`config.mk`:
```
export PLATFORM = sky130hd
export DESIGN_NAME = ndn_packet_parser
export DESIGN_NICKNAME = d
export VERILOG_FILES = /design/src/rtl/ndn_packet_parser.sv
export SDC_FILE = /design/constraint.sdc
export NUM_CORES = 1
export LEC_CHECK = 0
export BUFFER_PORTS_ARGS = -buffer_cell sky130_fd_sc_hd__buf_2
export CORE_MARGIN = 4
export CORE_UTILIZATION = 35
export CTS_BUF_LIST = sky130_fd_sc_hd__clkbuf_8 sky130_fd_sc_hd__clkbuf_16
export DETAILED_ROUTE_END_ITERATION = 16
export PLACE_DENSITY = 0.65
export SLEW_MARGIN = 40
export SYNTH_ARGS = -nofsm -noshare
export SYNTH_HDL_FRONTEND = slang
export SYNTH_SLANG_ARGS = --single-unit
```
`constraint.sdc`:
```
create_clock -name clk -period 5.6 [get_ports clk]
set_clock_uncertainty 0.05 [all_clocks]
set_input_delay 1.12 -clock clk [delete_from_list [all_inputs] [get_ports clk]]
set_output_delay 1.12 -clock clk [all_outputs]
set_load 0.1 [all_outputs]
```
`src/rtl/ndn_packet_parser.sv`:
```
// NDN frame decoder: splits the SPI byte stream into a parsed header (valid/ready)
// and a payload byte pass-through, flagging malformed frames with a one-cycle err.
module ndn_packet_parser #(
    parameter int         MAX_PREFIX_BYTES = 8,
    parameter logic [7:0] TYPE_INTEREST    = 8'h05,
    parameter logic [7:0] TYPE_DATA        = 8'h06
) (
    input  logic        clk,
    input  logic        rst,
    input  logic [7:0]  in_byte,
    input  logic        in_valid,
    input  logic        in_last,
    output logic        in_ready,
    output logic [63:0] hdr_prefix,
    output logic [5:0]  hdr_length,
    output logic [7:0]  hdr_metadata,
    output logic        hdr_interest,
    output logic        hdr_valid,
    input  logic        hdr_ready,
    output logic [7:0]  out_byte,
    output logic        out_valid,
    output logic        out_last,
    input  logic        out_ready,
    output logic        err,
    output logic [1:0]  err_code
);

    typedef enum logic [2:0] {
        S_IDLE, S_NLEN, S_PREFIX, S_META, S_HDR, S_PLEN, S_PAYLOAD, S_DROP
    } state_t;

    state_t      state, state_next;
    logic [7:0]  cnt;
    logic [2:0]  n_bytes;
    logic        drop_after_hdr;
    logic        err_set;
    logic [1:0]  err_code_set;
    logic        accept;
    logic [3:0]  nlen;
    logic        nlen_bad;
    logic [2:0]  prefix_idx;
    logic [5:0]  prefix_base;

    assign accept   = in_valid && in_ready;
    assign nlen     = in_byte[3:0];
    assign nlen_bad = (nlen == 4'd0) || (nlen > 4'(MAX_PREFIX_BYTES));

    // N is kept modulo 8: N=8 stores 0, which still yields index 0 first and length 63.
    assign prefix_idx  = n_bytes - cnt[2:0];
    assign prefix_base = 6'd63 - {prefix_idx, 3'b000};

    assign hdr_valid = (state == S_HDR);
    assign out_valid = (state == S_PAYLOAD) && in_valid;
    assign out_byte  = (state == S_PAYLOAD) ? in_byte : 8'h00;
    assign out_last  = (state == S_PAYLOAD) && (cnt == 8'd1);

    // in_ready is forced low while reset is held so every output reads 0.
    always_comb begin
        in_ready = 1'b0;
        if (rst) begin
            case (state)
                S_HDR:     in_ready = 1'b0;
                S_PAYLOAD: in_ready = out_ready;
                default:   in_ready = 1'b1;
            endcase
        end
    end

    // NOTE: every signal driven here gets a default first so no latch is inferred.
    always_comb begin
        state_next   = state;
        err_set      = 1'b0;
        err_code_set = 2'd0;
        case (state)
            S_IDLE: if (accept) begin
                if (in_byte == TYPE_INTEREST || in_byte == TYPE_DATA) begin
                    if (in_last) begin
                        err_set      = 1'b1;
                        err_code_set = 2'd3;
                    end else begin
                        state_next = S_NLEN;
                    end
                end else begin
                    err_set      = 1'b1;
                    err_code_set = 2'd1;
                    state_next   = in_last ? S_IDLE : S_DROP;
                end
            end
            S_NLEN: if (accept) begin
                if (nlen_bad) begin
                    err_set      = 1'b1;
                    err_code_set = 2'd2;
                    state_next   = in_last ? S_IDLE : S_DROP;
                end else if (in_last) begin
                    err_set      = 1'b1;
                    err_code_set = 2'd3;
                    state_next   = S_IDLE;
                end else begin
                    state_next = S_PREFIX;
                end
            end
            S_PREFIX: if (accept) begin
                if (in_last) begin
                    err_set      = 1'b1;
                    err_code_set = 2'd3;
                    state_next   = S_IDLE;
                end else if (cnt == 8'd1) begin
                    state_next = S_META;
                end
            end
            S_META: if (accept) begin
                // An interest missing in_last still emits its header before dropping.
                if (hdr_interest) begin
                    state_next   = S_HDR;
                    err_set      = !in_last;
                    err_code_set = in_last ? 2'd0 : 2'd3;
                end else if (in_last) begin
                    err_set      = 1'b1;
                    err_code_set = 2'd3;
                    state_next   = S_IDLE;
                end else begin
                    state_next = S_HDR;
                end
            end
            S_HDR: if (hdr_ready) begin
                if (!hdr_interest)      state_next = S_PLEN;
                else if (drop_after_hdr) state_next = S_DROP;
                else                     state_next = S_IDLE;
            end
            S_PLEN: if (accept) begin
                if (in_byte == 8'd0) begin
                    err_set      = !in_last;
                    err_code_set = in_last ? 2'd0 : 2'd3;
                    state_next   = in_last ? S_IDLE : S_DROP;
                end else if (in_last) begin
                    err_set      = 1'b1;
                    err_code_set = 2'd3;
                    state_next   = S_IDLE;
                end else begin
                    state_next = S_PAYLOAD;
                end
            end
            S_PAYLOAD: if (accept) begin
                if (cnt == 8'd1) begin
                    err_set      = !in_last;
                    err_code_set = in_last ? 2'd0 : 2'd3;
                    state_next   = in_last ? S_IDLE : S_DROP;
                end else if (in_last) begin
                    err_set      = 1'b1;
                    err_code_set = 2'd3;
                    state_next   = S_IDLE;
                end
            end
            S_DROP: if (accept && in_last) state_next = S_IDLE;
            default: state_next = S_IDLE;
        endcase
    end

    // NOTE: sequential state uses non-blocking assignments so all registers update together.
    always_ff @(posedge clk or negedge rst) begin
        if (!rst) state <= S_IDLE;
        else      state <= state_next;
    end

    always_ff @(posedge clk or negedge rst) begin
        if (!rst) begin
            hdr_prefix     <= '0;
            hdr_length     <= '0;
            hdr_metadata   <= '0;
            hdr_interest   <= 1'b0;
            cnt            <= '0;
            n_bytes        <= '0;
            drop_after_hdr <= 1'b0;
            err            <= 1'b0;
            err_code       <= '0;
        end else begin
            err <= err_set;
            if (err_set) err_code <= err_code_set;
            if (accept) begin
                case (state)
                    S_IDLE: hdr_interest <= (in_byte == TYPE_INTEREST);
                    S_NLEN: if (!nlen_bad) begin
                        hdr_prefix <= '0;
                        n_bytes    <= nlen[2:0];
                        cnt        <= {4'd0, nlen};
                    end
                    S_PREFIX: begin
                        hdr_prefix[prefix_base -: 8] <= in_byte;
                        cnt                          <= cnt - 8'd1;
                    end
                    S_META: begin
                        hdr_metadata   <= in_byte;
                        hdr_length     <= {n_bytes, 3'b000} - 6'd1;
                        drop_after_hdr <= !in_last;
                    end
                    S_PLEN:    cnt <= in_byte;
                    S_PAYLOAD: cnt <= cnt - 8'd1;
                    default: ;
                endcase
            end
        end
    end

endmodule

```
## Word level (Yosys, flattened, before mapping)

Index checks and enable logic that the tools add are counted.
Widths: inputs -> output; s select.

| operators by class | value |
|---|---|
| $lt $le $gt $ge | 1 |
| $add $sub $neg | 5 |
| shift operators | 2 |
| mux-type cells | 59 |
| bitwise logic cells | 1 |
| reductions and logical operators | 19 |
| eq/ne operators | 22 |

Operators by type and width:

| kind | count |
|---|---|
| $pmux 64 s2 | 1 |
| $shift 8x8->71 const A | 1 |
| $shiftx 8x8->71 | 1 |
| $mux 3 | 22 |
| $bwmux 64 | 1 |
| $mux 64 | 1 |
| $mux 2 | 14 |
| $pmux 3 s8 | 1 |
| $pmux 8 s3 | 1 |
| $eq 8x3->1 const B | 2 |
| $mux 8 | 2 |
| $ne 2x2->1 const B | 8 |
| $mux 1 | 13 |
| $eq 3x3->1 const B | 4 |
| $pmux 2 s6 | 1 |
| $reduce_and 11->1 | 1 |
| $reduce_and 3->1 | 3 |
| $eq 8x1->1 const B | 1 |
| $logic_not 8->1 | 1 |
| $neg 6->8 | 1 |
| $sub 8x1->8 const B | 1 |
| $eq 3x2->1 const B | 2 |
| $ne 3x3->1 const B | 2 |
| $pmux 1 s6 | 1 |
| 18 further kinds | 23 |

| storage, ports and cells | value |
|---|---|
| logic and storage cells | 119 |
| bits in registers | 97 |

## Longest topological paths before layout

| logic depth | value |
|---|---|
| word-level depth | 7 |
| gate-level depth with buffers | 10 |
| gate-level depth less buffers | 9 |

## Least setup slack after synthesis

OpenSTA, ideal clock, no wires.

| path | value |
|---|---|
| path type | register -> output |
| from | register cnt[2] |
| to | output out_last |
| slack | 1.069 ns |
| stages on the path, launching flop included | 6 |
| buffers on the path | 1 |
| data required time | 4.430 ns |
| arrival time | 3.361 ns |
| cells stage by stage | dfrtp_1 > buf_6 > or4_4 > nor3_2 > nand2_1 > nor3_1 |

| on the way | value |
|---|---|
| word-level cells in the longest chain between the ends | 2 |

Ends and longest elaborated chain:

| item | line | source |
|---|---|---|
| start: declaration | 33 | `logic [7:0] cnt;` |
| start signal: assignment | 185 | `cnt <= {4'd0, nlen};` |
| start signal: assignment | 189 | `cnt <= cnt - 8'd1;` |
| start signal: assignment | 196 | `S_PLEN: cnt <= in_byte;` |
| $eq 8x1->1 | 55 | `assign out_last = (state == S_PAYLOAD) && (cnt == 8'd1);` |
| $logic_and 1x1->1 | 55 |  |
| end: declaration | 22 | `output logic out_last,` |

Every way passes these cells.

## Worst setup path in the final report

| path | value |
|---|---|
| from | register state[1] |
| to | output out_byte[7] |

| on the way | value |
|---|---|
| word-level cells in the longest chain between the ends | 2 |

Ends and longest elaborated chain:

| item | line | source |
|---|---|---|
| start: declaration | 32 | `state_t state, state_next;` |
| start signal: assignment | 162 | `else state <= state_next;` |
| $eq 3x3->1 | 54 | `assign out_byte = (state == S_PAYLOAD) ? in_byte : 8'h00;` |
| $mux 8 | 54 |  |
| end: declaration | 20 | `output logic [7:0] out_byte,` |

Every way passes these cells.

==> impl_results.md <==
- Status: completed
- Multi-input logic area: 2290 µm²
- CP Capture Type: primary output
- Reg2reg end: err_code[0]
- Top FF cell, synth: dfrtp_1
- Min Tclk post-route: 3.63 ns
- Vias post-DR: 4042
- Max_slew headroom: 0.451
- Worst hold stages: 2
- Avg Inst Size Synth: 9.79 µm²
- Avg Vias per Cell: 5.07
- Final nets: 635
- Buf+Inv Stages, Crit Path: 2
- R2R Path Start: cnt[2]
- Initial antenna violation count: 0
- Remaining global-route overflow: 0
- Worst Path Arrival: 2.46 ns
- R2R setup slack: 2.50 ns
- Total Neg Setup Slack: 0 ns
- Initial core utilization: 0.362
- FF+latch area: 2380 µm²
- CP Cell Sequence: nor2b_1 > buf_4 > and3_1 > buf_2
- RSZ-0062 raised after global routing: no
- First-pass GRT wire length: 22400 µm
- Worst R2R Path Depth: 9
- Die area: 16500 µm²
- ANT cells: 0
- Number of buffers added on ports: 107
- Slowest Stage Delay on Critical Path: 0.75 ns
- H-tree Lvls: 3
- Post-synthesis sequential area ratio: 0.467
- Clock buffer depth: 2
- # fillers: 1374
- CP top delay family: flip-flops
- Measured slew at the worst slew-check pin: 0.821 ns
- Boundary pin count: 108
- Row count: 43
- Number of synthesized register bits: 95
- Worst skew pair latency: 0.35 ns
- Period utilization: 0.648
- CP Max Fanout: 21
- CTS Buf Count: 9
- Clock sink count: 95
- RePlAce Congestion: 0.893
- Synth Net Count: 543
- Die W: 129 µm
- Core area: 14000 µm²
- Drt first pass iters: 5
- Cell count after synthesis: 520
- CTS Hold Buffers Added: 0
- GRT Total Usage: 0.173
- EDFF count, synth: 0
- Share of cells above drive strength 1: 0.248
- Final antenna-violating net count: 0
- Hold Vio Cnt, Final: 0
- Synth warn: 0
- Post-cts resize count: 0
- Die boundary height: 129 µm
- Critical-path top delay cell: dfrtp_1
- Vias in the first global route: 4083
- Crit Path Class: reg2out
- Worst-path clk slew: 0.07 ns
- Worst Min Path Start: hdr_length[4]
- # setup viols final: 0
- Post-detailed-routing wire length: 14100 µm
- Dpl hpwl: 9940 µm
- WL/cell: 17.7 µm
- Post-synth ARST share: 1.00
- TritonCTS clock tree: built
- Final Max Tran Viols: 0
- DRC errors left: 0
- Mapped Area: 5090 µm²
- CP Launch Type: flip-flop
- CTS root buffer: clkbuf_16
- Max Cap Viol: 0
- Hold/Removal Path Class: reg2reg
- Layout area overhead: 18.2%
- Maximum number of pins on one net before global-route repair: 87
- Required @ worst endpoint: 4.43 ns
- Max frequency: 276 MHz
- Initial DRC count: 230
- Post-CTS setup buffers: 0
- Min-Delay Endpoint: hdr_length[4]
- Post-synth cell types: 64
cell type report:
cell class,instances,area share
inverter,76,0.0474
timing repair buffer,109,0.0930
multi-input combinational,321,0.381
tap,180,0.0374
clock buffer,9,0.0374
clock inverter,7,0.00811
sequential,95,0.395
flip-flops by register name (all words and copies together), names as in the netlist:
signal and flops:
hdr_interest 1, cnt 8, hdr_prefix 64, drop_after_hdr 1, hdr_metadata 8, err 1
err_code 2, hdr_length 4, n_bytes 3, state 3
placed cells by master, fill, tap and decap left out, drive strengths merged, types with 3 or more instances in the layout:
master | Yosys | final
buf | 13 | 108
dfrtp | 95 | 95
nand2 | 85 | 85
inv | 76 | 79
mux2i | 67 | 67
nor2 | 27 | 27
o21ai | 24 | 24
a21oi | 12 | 12
and3 | 11 | 11
mux2 | 10 | 10
clkbuf | 15 | 10
nor3 | 10 | 10
ha | 8 | 8
nand2b | 7 | 7
a31oi | 5 | 5
nor4 | 4 | 4
nand3 | 4 | 4
o22ai | 3 | 3
a22oi | 3 | 3
a211oi | 3 | 3
worst min-delay path: stages, from the launching register on:
cell     delay [ns]
dfrtp_1        0.34
nand2_1        0.05
o21ai_0        0.06
cell families (layout without fill, tap and decap cells):
family / after synthesis / in the layout / synth area share
muxes: 77 / 77 / 0.155
and+or+nand+nor: 162 / 162 / 0.148
DFF: 95 / 95 / 0.467
xor gates and xnor gates: 3 / 3 / 0.00787
adders and majority gates: 9 / 9 / 0.0236
buffers and inverters: 104 / 201 / 0.0848
AOI/OAI and AO/OA: 70 / 70 / 0.114
metrics by stage:
step	hold slack [ns]	utilization	area, µm²	setup WS (ns)	instances
2_1_floorplan	0.390	-	5090	1.07	520
3_3_place_gp	0.414	0.407	5720	1.83	781
3_5_place_dp	0.431	0.408	5720	1.76	781
4_1_cts	0.446	0.427	6000	2.02	797
5_1_grt	0.462	0.428	6020	1.85	797
6_report	0.438	0.428	6020	1.97	797
per-layer routing:
layer	wire [µm]	vias up	global-route usage	part of all wire
met2	6890	111	0.286	0.49
met5	0	-	0	0
li1	-	1911	-	-
met1	6400	2009	0.232	0.45
met3	667	11	0.0286	0.047
met4	165	0	0.0562	0.012
worst max-delay path by stage:
stage	from	to	slack, ns	cells past startpoint
2_1_floorplan	cnt[2]	out_last	1.07	5
3_3_place_gp	in_byte[7]	err_code[0]	1.83	10
3_5_place_dp	in_byte[7]	err_code[0]	1.76	10
4_1_cts	cnt[2]	out_last	2.02	5
5_1_grt	cnt[2]	out_last	1.85	5
6_report	state[1]	out_byte[7]	1.97	4
synth_stat cells (all sizes together) (5+ instances only):
cell type   n  area [µm²]
nor2       27         101
nand2b      7        43.8
mux2i      67         671
o21ai      24         120
dfrtp      95        2380
a21oi      12        93.8
ha          8         100
clkbuf     15        56.3
and3       11        68.8
a31oi       5        52.6
inv        76         285
nand2      85         319
buf        13        90.1
nor3       10        60.1
mux2       10         116
Power is not shown: default switching activity piles up to over one toggle a cycle in this logic, so the estimate is an artifact.
